## config.mk

```make
export PLATFORM = sky130hd
export DESIGN_NAME = ahb_lite_decoder_mux_flat
export DESIGN_NICKNAME = d
export VERILOG_FILES = /design/src/rtl/ahb_lite_decoder_mux_if.sv /design/src/rtl/ahb_lite_decoder_mux.sv /design/src/flat_wrapper.sv
export SDC_FILE = /design/constraint.sdc
export NUM_CORES = 1
export LEC_CHECK = 0
export CAP_MARGIN = 20
export CORE_MARGIN = 10
export CORE_UTILIZATION = 28
export CTS_BUF_LIST = sky130_fd_sc_hd__clkbuf_4
export CTS_CLUSTER_SIZE = 28
export DETAILED_ROUTE_END_ITERATION = 8
export GPL_TIMING_DRIVEN = 0
export PLACE_DENSITY_LB_ADDON = 0.12
export REMOVE_ABC_BUFFERS = 1
export SYNTH_ARGS = -nofsm -noshare
export SYNTH_HDL_FRONTEND = slang
export SYNTH_SLANG_ARGS = --single-unit
```

## constraint.sdc

```tcl
create_clock -name HCLK -period 2.7 [get_ports HCLK]
set_input_delay 0.54 -clock HCLK [delete_from_list [all_inputs] [get_ports HCLK]]
set_output_delay 0.54 -clock HCLK [all_outputs]
set_load 0.03 [all_outputs]
```

## src/rtl/ahb_lite_decoder_mux_if.sv

```systemverilog
// rtl/ahb_lite_decoder_mux_if.sv - bus bundle between the AHB-Lite manager, subordinates and the decoder/mux
interface ahb_lite_decoder_mux_if #(
   parameter int ADDR_WIDTH = 32,
   parameter int DATA_WIDTH = 32
);
   logic [ADDR_WIDTH-1:0]   HADDR;
   logic [1:0]              HTRANS;
   logic [3:0]              HSEL_S;
   logic                    HSEL_DEF;
   logic [4*DATA_WIDTH-1:0] HRDATA_S;
   logic [7:0]              HRESP_S;
   logic [3:0]              HREADYOUT_S;
   logic [DATA_WIDTH-1:0]   HRDATA_DEF;
   logic [1:0]              HRESP_DEF;
   logic                    HREADYOUT_DEF;
   logic [DATA_WIDTH-1:0]   HRDATA;
   logic [1:0]              HRESP;
   logic                    HREADY;
   logic [15:0]             MISS_CNT;

   modport slave (
      input  HADDR, HTRANS,
      input  HRDATA_S, HRESP_S, HREADYOUT_S,
      input  HRDATA_DEF, HRESP_DEF, HREADYOUT_DEF,
      output HSEL_S, HSEL_DEF,
      output HRDATA, HRESP, HREADY, MISS_CNT
   );

   modport master (
      output HADDR, HTRANS,
      output HRDATA_S, HRESP_S, HREADYOUT_S,
      output HRDATA_DEF, HRESP_DEF, HREADYOUT_DEF,
      input  HSEL_S, HSEL_DEF,
      input  HRDATA, HRESP, HREADY, MISS_CNT
   );
endinterface

```

## src/rtl/ahb_lite_decoder_mux.sv

```systemverilog
// rtl/ahb_lite_decoder_mux.sv - AHB-Lite address decoder, data-phase owner register and response mux
module ahb_lite_decoder_mux #(
   parameter int                    ADDR_WIDTH  = 32,
   parameter int                    DATA_WIDTH  = 32,
   parameter int                    REGION_BITS = 12,
   parameter logic [ADDR_WIDTH-1:0] S0_BASE     = 32'h0000_0000,
   parameter logic [ADDR_WIDTH-1:0] S1_BASE     = 32'h0000_1000,
   parameter logic [ADDR_WIDTH-1:0] S2_BASE     = 32'h0000_2000,
   parameter logic [ADDR_WIDTH-1:0] S3_BASE     = 32'h0000_3000
) (
   input  logic                 HCLK,
   input  logic                 HRESETn,
   ahb_lite_decoder_mux_if.slave bus
);

   typedef enum logic [2:0] {
      SEL_NONE,
      SEL_S0,
      SEL_S1,
      SEL_S2,
      SEL_S3,
      SEL_DEF
   } dsel_e;

   dsel_e                 dsel_q;
   dsel_e                 dsel_d;
   dsel_e                 dsel_addr;
   logic [3:0]            hit;
   logic [3:0]            sel_s;
   logic                  sel_def;
   logic [DATA_WIDTH-1:0] hrdata;
   logic [1:0]            hresp;
   logic                  hready;
   logic [15:0]           miss_cnt;

   assign hit[0] = bus.HADDR[ADDR_WIDTH-1:REGION_BITS] == S0_BASE[ADDR_WIDTH-1:REGION_BITS];
   assign hit[1] = bus.HADDR[ADDR_WIDTH-1:REGION_BITS] == S1_BASE[ADDR_WIDTH-1:REGION_BITS];
   assign hit[2] = bus.HADDR[ADDR_WIDTH-1:REGION_BITS] == S2_BASE[ADDR_WIDTH-1:REGION_BITS];
   assign hit[3] = bus.HADDR[ADDR_WIDTH-1:REGION_BITS] == S3_BASE[ADDR_WIDTH-1:REGION_BITS];

   // Lowest index wins on overlap; the error responder only sees real transfers.
   always_comb begin
      sel_s     = 4'b0000;
      dsel_addr = SEL_NONE;
      sel_def   = 1'b0;
      if (hit[0]) begin
         sel_s     = 4'b0001;
         dsel_addr = SEL_S0;
      end else if (hit[1]) begin
         sel_s     = 4'b0010;
         dsel_addr = SEL_S1;
      end else if (hit[2]) begin
         sel_s     = 4'b0100;
         dsel_addr = SEL_S2;
      end else if (hit[3]) begin
         sel_s     = 4'b1000;
         dsel_addr = SEL_S3;
      end else if (bus.HTRANS[1]) begin
         sel_def   = 1'b1;
         dsel_addr = SEL_DEF;
      end
   end

   always_ff @(posedge HCLK or negedge HRESETn) begin
      if (!HRESETn) begin
         dsel_q <= SEL_NONE;
      end else begin
         dsel_q <= dsel_d;
      end
   end

   always_comb begin
      dsel_d = dsel_q;
      if (hready) begin
         dsel_d = dsel_addr;
      end
   end

   always_comb begin
      hrdata = '0;
      hresp  = 2'b00;
      hready = 1'b1;
      case (dsel_q)
         SEL_S0: begin
            hrdata = bus.HRDATA_S[0*DATA_WIDTH +: DATA_WIDTH];
            hresp  = bus.HRESP_S[1:0];
            hready = bus.HREADYOUT_S[0];
         end
         SEL_S1: begin
            hrdata = bus.HRDATA_S[1*DATA_WIDTH +: DATA_WIDTH];
            hresp  = bus.HRESP_S[3:2];
            hready = bus.HREADYOUT_S[1];
         end
         SEL_S2: begin
            hrdata = bus.HRDATA_S[2*DATA_WIDTH +: DATA_WIDTH];
            hresp  = bus.HRESP_S[5:4];
            hready = bus.HREADYOUT_S[2];
         end
         SEL_S3: begin
            hrdata = bus.HRDATA_S[3*DATA_WIDTH +: DATA_WIDTH];
            hresp  = bus.HRESP_S[7:6];
            hready = bus.HREADYOUT_S[3];
         end
         SEL_DEF: begin
            hrdata = bus.HRDATA_DEF;
            hresp  = bus.HRESP_DEF;
            hready = bus.HREADYOUT_DEF;
         end
         default: begin
         end
      endcase
   end

   // Saturating so a long-running debug session never reads a small wrapped value.
   always_ff @(posedge HCLK or negedge HRESETn) begin
      if (!HRESETn) begin
         miss_cnt <= 16'h0000;
      end else if (hready && sel_def && (miss_cnt != 16'hFFFF)) begin
         miss_cnt <= miss_cnt + 16'd1;
      end
   end

   assign bus.HSEL_S   = sel_s;
   assign bus.HSEL_DEF = sel_def;
   assign bus.HRDATA   = hrdata;
   assign bus.HRESP    = hresp;
   assign bus.HREADY   = hready;
   assign bus.MISS_CNT = miss_cnt;

endmodule

```

## src/flat_wrapper.sv

```systemverilog
// flat-port wrapper written by rule: the top's interface ports become plain ports
module ahb_lite_decoder_mux_flat 
#(
   parameter int                    ADDR_WIDTH  = 32,
   parameter int                    DATA_WIDTH  = 32,
   parameter int                    REGION_BITS = 12,
   parameter logic [ADDR_WIDTH-1:0] S0_BASE     = 32'h0000_0000,
   parameter logic [ADDR_WIDTH-1:0] S1_BASE     = 32'h0000_1000,
   parameter logic [ADDR_WIDTH-1:0] S2_BASE     = 32'h0000_2000,
   parameter logic [ADDR_WIDTH-1:0] S3_BASE     = 32'h0000_3000
)
  (HCLK, HRESETn, bus_HADDR, bus_HTRANS, bus_HRDATA_S, bus_HRESP_S, bus_HREADYOUT_S, bus_HRDATA_DEF, bus_HRESP_DEF, bus_HREADYOUT_DEF, bus_HSEL_S, bus_HSEL_DEF, bus_HRDATA, bus_HRESP, bus_HREADY, bus_MISS_CNT);
  ahb_lite_decoder_mux_if #(.ADDR_WIDTH(ADDR_WIDTH), .DATA_WIDTH(DATA_WIDTH)) bus_i ();
  input  logic HCLK;
  input  logic HRESETn;
  input wire logic [$bits(bus_i.HADDR)-1:0] bus_HADDR;
  input wire logic [$bits(bus_i.HTRANS)-1:0] bus_HTRANS;
  input wire logic [$bits(bus_i.HRDATA_S)-1:0] bus_HRDATA_S;
  input wire logic [$bits(bus_i.HRESP_S)-1:0] bus_HRESP_S;
  input wire logic [$bits(bus_i.HREADYOUT_S)-1:0] bus_HREADYOUT_S;
  input wire logic [$bits(bus_i.HRDATA_DEF)-1:0] bus_HRDATA_DEF;
  input wire logic [$bits(bus_i.HRESP_DEF)-1:0] bus_HRESP_DEF;
  input wire logic [$bits(bus_i.HREADYOUT_DEF)-1:0] bus_HREADYOUT_DEF;
  output wire logic [$bits(bus_i.HSEL_S)-1:0] bus_HSEL_S;
  output wire logic [$bits(bus_i.HSEL_DEF)-1:0] bus_HSEL_DEF;
  output wire logic [$bits(bus_i.HRDATA)-1:0] bus_HRDATA;
  output wire logic [$bits(bus_i.HRESP)-1:0] bus_HRESP;
  output wire logic [$bits(bus_i.HREADY)-1:0] bus_HREADY;
  output wire logic [$bits(bus_i.MISS_CNT)-1:0] bus_MISS_CNT;
  assign bus_i.HADDR = bus_HADDR;
  assign bus_i.HTRANS = bus_HTRANS;
  assign bus_i.HRDATA_S = bus_HRDATA_S;
  assign bus_i.HRESP_S = bus_HRESP_S;
  assign bus_i.HREADYOUT_S = bus_HREADYOUT_S;
  assign bus_i.HRDATA_DEF = bus_HRDATA_DEF;
  assign bus_i.HRESP_DEF = bus_HRESP_DEF;
  assign bus_i.HREADYOUT_DEF = bus_HREADYOUT_DEF;
  assign bus_HSEL_S = bus_i.HSEL_S;
  assign bus_HSEL_DEF = bus_i.HSEL_DEF;
  assign bus_HRDATA = bus_i.HRDATA;
  assign bus_HRESP = bus_i.HRESP;
  assign bus_HREADY = bus_i.HREADY;
  assign bus_MISS_CNT = bus_i.MISS_CNT;
  ahb_lite_decoder_mux #(.ADDR_WIDTH(ADDR_WIDTH), .DATA_WIDTH(DATA_WIDTH), .REGION_BITS(REGION_BITS), .S0_BASE(S0_BASE), .S1_BASE(S1_BASE), .S2_BASE(S2_BASE), .S3_BASE(S3_BASE)) u_core (.HCLK(HCLK), .HRESETn(HRESETn), .bus(bus_i));
endmodule
```

==> run_results.csv <==
group,metric,value,unit
cts,cts_tree,"built",
flow_run,cap_violations,0,
worst_setup_path,required,2.16,ns
die,die_x,109,µm
die,io_pins,267,
min_path,hp-class,"flip-flop to flip-flop",
sta,worst_slew_pin_slew,0.823,ns
synthesis,synth_edf_count,0,
cts,holdBufCountCts,0,
finish,syn2layout_area_growth,127,%
sta,slew_violations,0,
detailed_routing,wl_per_cell,22.5,µm
grt,first_global_vias,3447,
detailed_routing,drc,0,
die,die_h,109,µm
worst_setup_path,critPathKind,"input pin to output port",
detailed_routing,drtIter0Drc,151,
detailed_routing,vias,3463,
worst_setup_path,cp-end-kind,"output port",
synthesis,ys_ff_latch,19,
pwr,comb_power_share,83.8,%
pwr,vdd_drop_max,0.410,mV
sta,skew,0.00254,ns
finish,layout_commonest_cell,"clkdlybuf4s50_1",
finish,final_cell_mix,"clkdlybuf4s50_1 (199), a21oi_1 (67), nor2_1 (43)",
cts,h-tree-depth,1,
sta,fin_ws,0.100,ns
sta,max_freq,385,MHz
place,pre_cts_ws,-1.06,ns
synthesis,ys_types,33,
detailed_routing,wirelength,14.9,mm
finish,seqCellArea,487,µm²
pwr,switching_power,2050,µW
grt,grt_pass1_wl,21.1,mm
synthesis,postSynthAreaPerCell,7.38,µm²
worst_setup_path,critPathMaxFanout,7,
grt,grt_usage,22.7,%
grt,antenna_found_initial,0,
sta,setup_viol,0,
synthesis,ys_warn_count,0,
cts,cts.sinks,19,
sta,setup-tns-final,0,ns
synthesis,synth_top_flop_cell,"dfrtp_1",
pwr,clkPwrFrac,4.0,%
detailed_routing,firstDrtPassIters,4,
detailed_routing,ant_nets,0,
pwr,internal_power,1720,µW
finish,fin_nets,772,
cts,clock-root-buffer,"clkbuf_4",
pwr,switching_share,54.4,%
finish,fillers,692,
pwr,power.leakage,0.00221,µW
grt,grt_overflow,0,
synthesis,syn_inst,303,
place,hpwl,11.7,mm
die,rows,32,
worst_setup_path,crit_path_start_kind,"input pin",
die,core_area,0.00777,mm²
sta,hold_viol_final,0,
sta,min_period_over_period,96.3,%
outcome,status,"finished, final reports clean",
grt,grt_max_degree,47,
die,initial_core_util,28.8,%
finish,multi_input_area,0.00173,mm²
worst_setup_path,cp.arrival,2.06,ns
sta,slew_headroom,45.0,%
pwr,power_density,743,mW/mm²
synthesis,ys_async_sr_fraction,100,%
cts,numCtsBuffers,3,
die,die-area,0.0120,mm²
synthesis,syn_area,0.00224,mm²
cts,clkTransAtPathRegs,0.10,ns
finish,drive_above_1_share,14.5,%
place,numPortBuffers,253,
synthesis,ys_seq_area_share,21.3,%
cts,clockBufferDepth,2,
detailed_routing,viasPerCell,5.22,
cts,clk_latency,0.30,ns
sta,fin_crit,2.60,ns
pwr,power_frac_seq,12.2,%
place,place_congestion,0.889,
[path summary, 6_finish.rpt]
path                       slack, ns  cells after the start                            endpoint                          startpoint
min in group asynchronous       0.71                      1  u_core.bus.MISS_CNT[7]$_DFFE_PN0P_                             HRESETn
min reg2reg                     0.49                      1  u_core.bus.MISS_CNT[9]$_DFFE_PN0P_  u_core.bus.MISS_CNT[9]$_DFFE_PN0P_
min                             0.49                      1  u_core.bus.MISS_CNT[9]$_DFFE_PN0P_  u_core.bus.MISS_CNT[9]$_DFFE_PN0P_
max in group asynchronous       1.40                      1        u_core.dsel_q[0]$_DFFE_PN0P_                             HRESETn
max                             0.10                      5                       bus_HSEL_S[2]                       bus_HADDR[29]
max reg2reg                     0.27                      6  u_core.bus.MISS_CNT[1]$_DFFE_PN0P_        u_core.dsel_q[2]$_DFFE_PN0P_
[flip-flops by register name (all words and copies together), names as in the netlist]
name	count
u_core.dsel_q	3
u_core.bus.MISS_CNT	16
[power by group through the flow]
stage	sequential, µW	clock (µW)	combinational (µW)
floorplan	683	0	1560
global placement	697	0	2920
detailed placement	550	0	3130
CTS	506	156	3100
global route	472	173	3370
finish	460	152	3160
[critical path, cell delays in order]
cell and delay (ns):
clkdlybuf4s15_1 0.16, or4_4 0.53, or3_4 0.45, nor3b_2 0.19, buf_4 0.18
[logic make-up (layout without fill, tap and decap cells)]
kind of cell | Yosys count | in the layout | synth area share (%)
adders and majority gates | 1 | 1 | 0.559
AOI/OAI and AO/OA | 108 | 108 | 30.3
DFF | 19 | 19 | 21.3
other | 0 | 2 | 0
xor gates and xnor gates | 16 | 16 | 6.26
muxes | 37 | 37 | 16.8
and+or+nand+nor | 88 | 90 | 18.6
buffers and inverters | 34 | 288 | 6.26
[synth_stat cells, types with 3 or more instances]
master    number  area (µm²)
o21ai_0        4        20.0
and3_1         5        31.3
a221oi_1      33         289
nand3_1        5        25.0
a21oi_1       67         335
mux2i_1       33         330
nor3_1         3        15.0
mux2_2         4        45.0
nand2_1       13        48.8
nand4_1        3        18.8
xor2_1         6        52.6
buf_1          7        26.3
dfrtp_1       19         475
inv_1          4        15.0
buf_2          4        20.0
nor2_1        44         165
clkbuf_1      18        67.6
nor4_1         3        18.8
xnor2_1       10        87.6
[metal layers]
| metal | vias up | track usage, % | wire [µm] |
|---|---|---|---|
| met5 | - | 0 | 0 |
| met3 | 18 | 6.73 | 1400 |
| met1 | 1601 | 27.1 | 5680 |
| met4 | 0 | 5.20 | 301 |
| li1 | 1659 | - | - |
| met2 | 185 | 39.2 | 7530 |
[through the flow]
stage	hold WS (ns)	utilization (%)	area, µm²	power (µW)	cells
CTS	0.502	65.2	5060	3770	653
detailed placement	0.486	62.5	4860	3680	632
finish	0.490	65.3	5070	3770	663
global route	0.516	65.3	5070	4020	661
floorplan	0.244	-	2110	2240	273
global placement	0.483	61.4	4770	3620	628
[cell type report]
class	count	share of cell area, %
inverter	4	0.296
sequential	19	9.59
tap	102	2.51
timing repair buffer	280	52.8
multi-input combinational	252	34.1
antenna	2	0.0986
clock buffer	4	0.592
[what timing repair did]
| action | 4_1_cts | 5_1_grt |
|---|---|---|
| endpoints found under the setup margin | 59 | 49 |
| setup buffers | 15 | 8 |
| endpoints found under the hold margin | 0 | 0 |
| gates resized for setup | 92 | 60 |
| cloned | 2 | 0 |
| pin swaps | 7 | 9 |
Power figures use the tool's default switching activity.
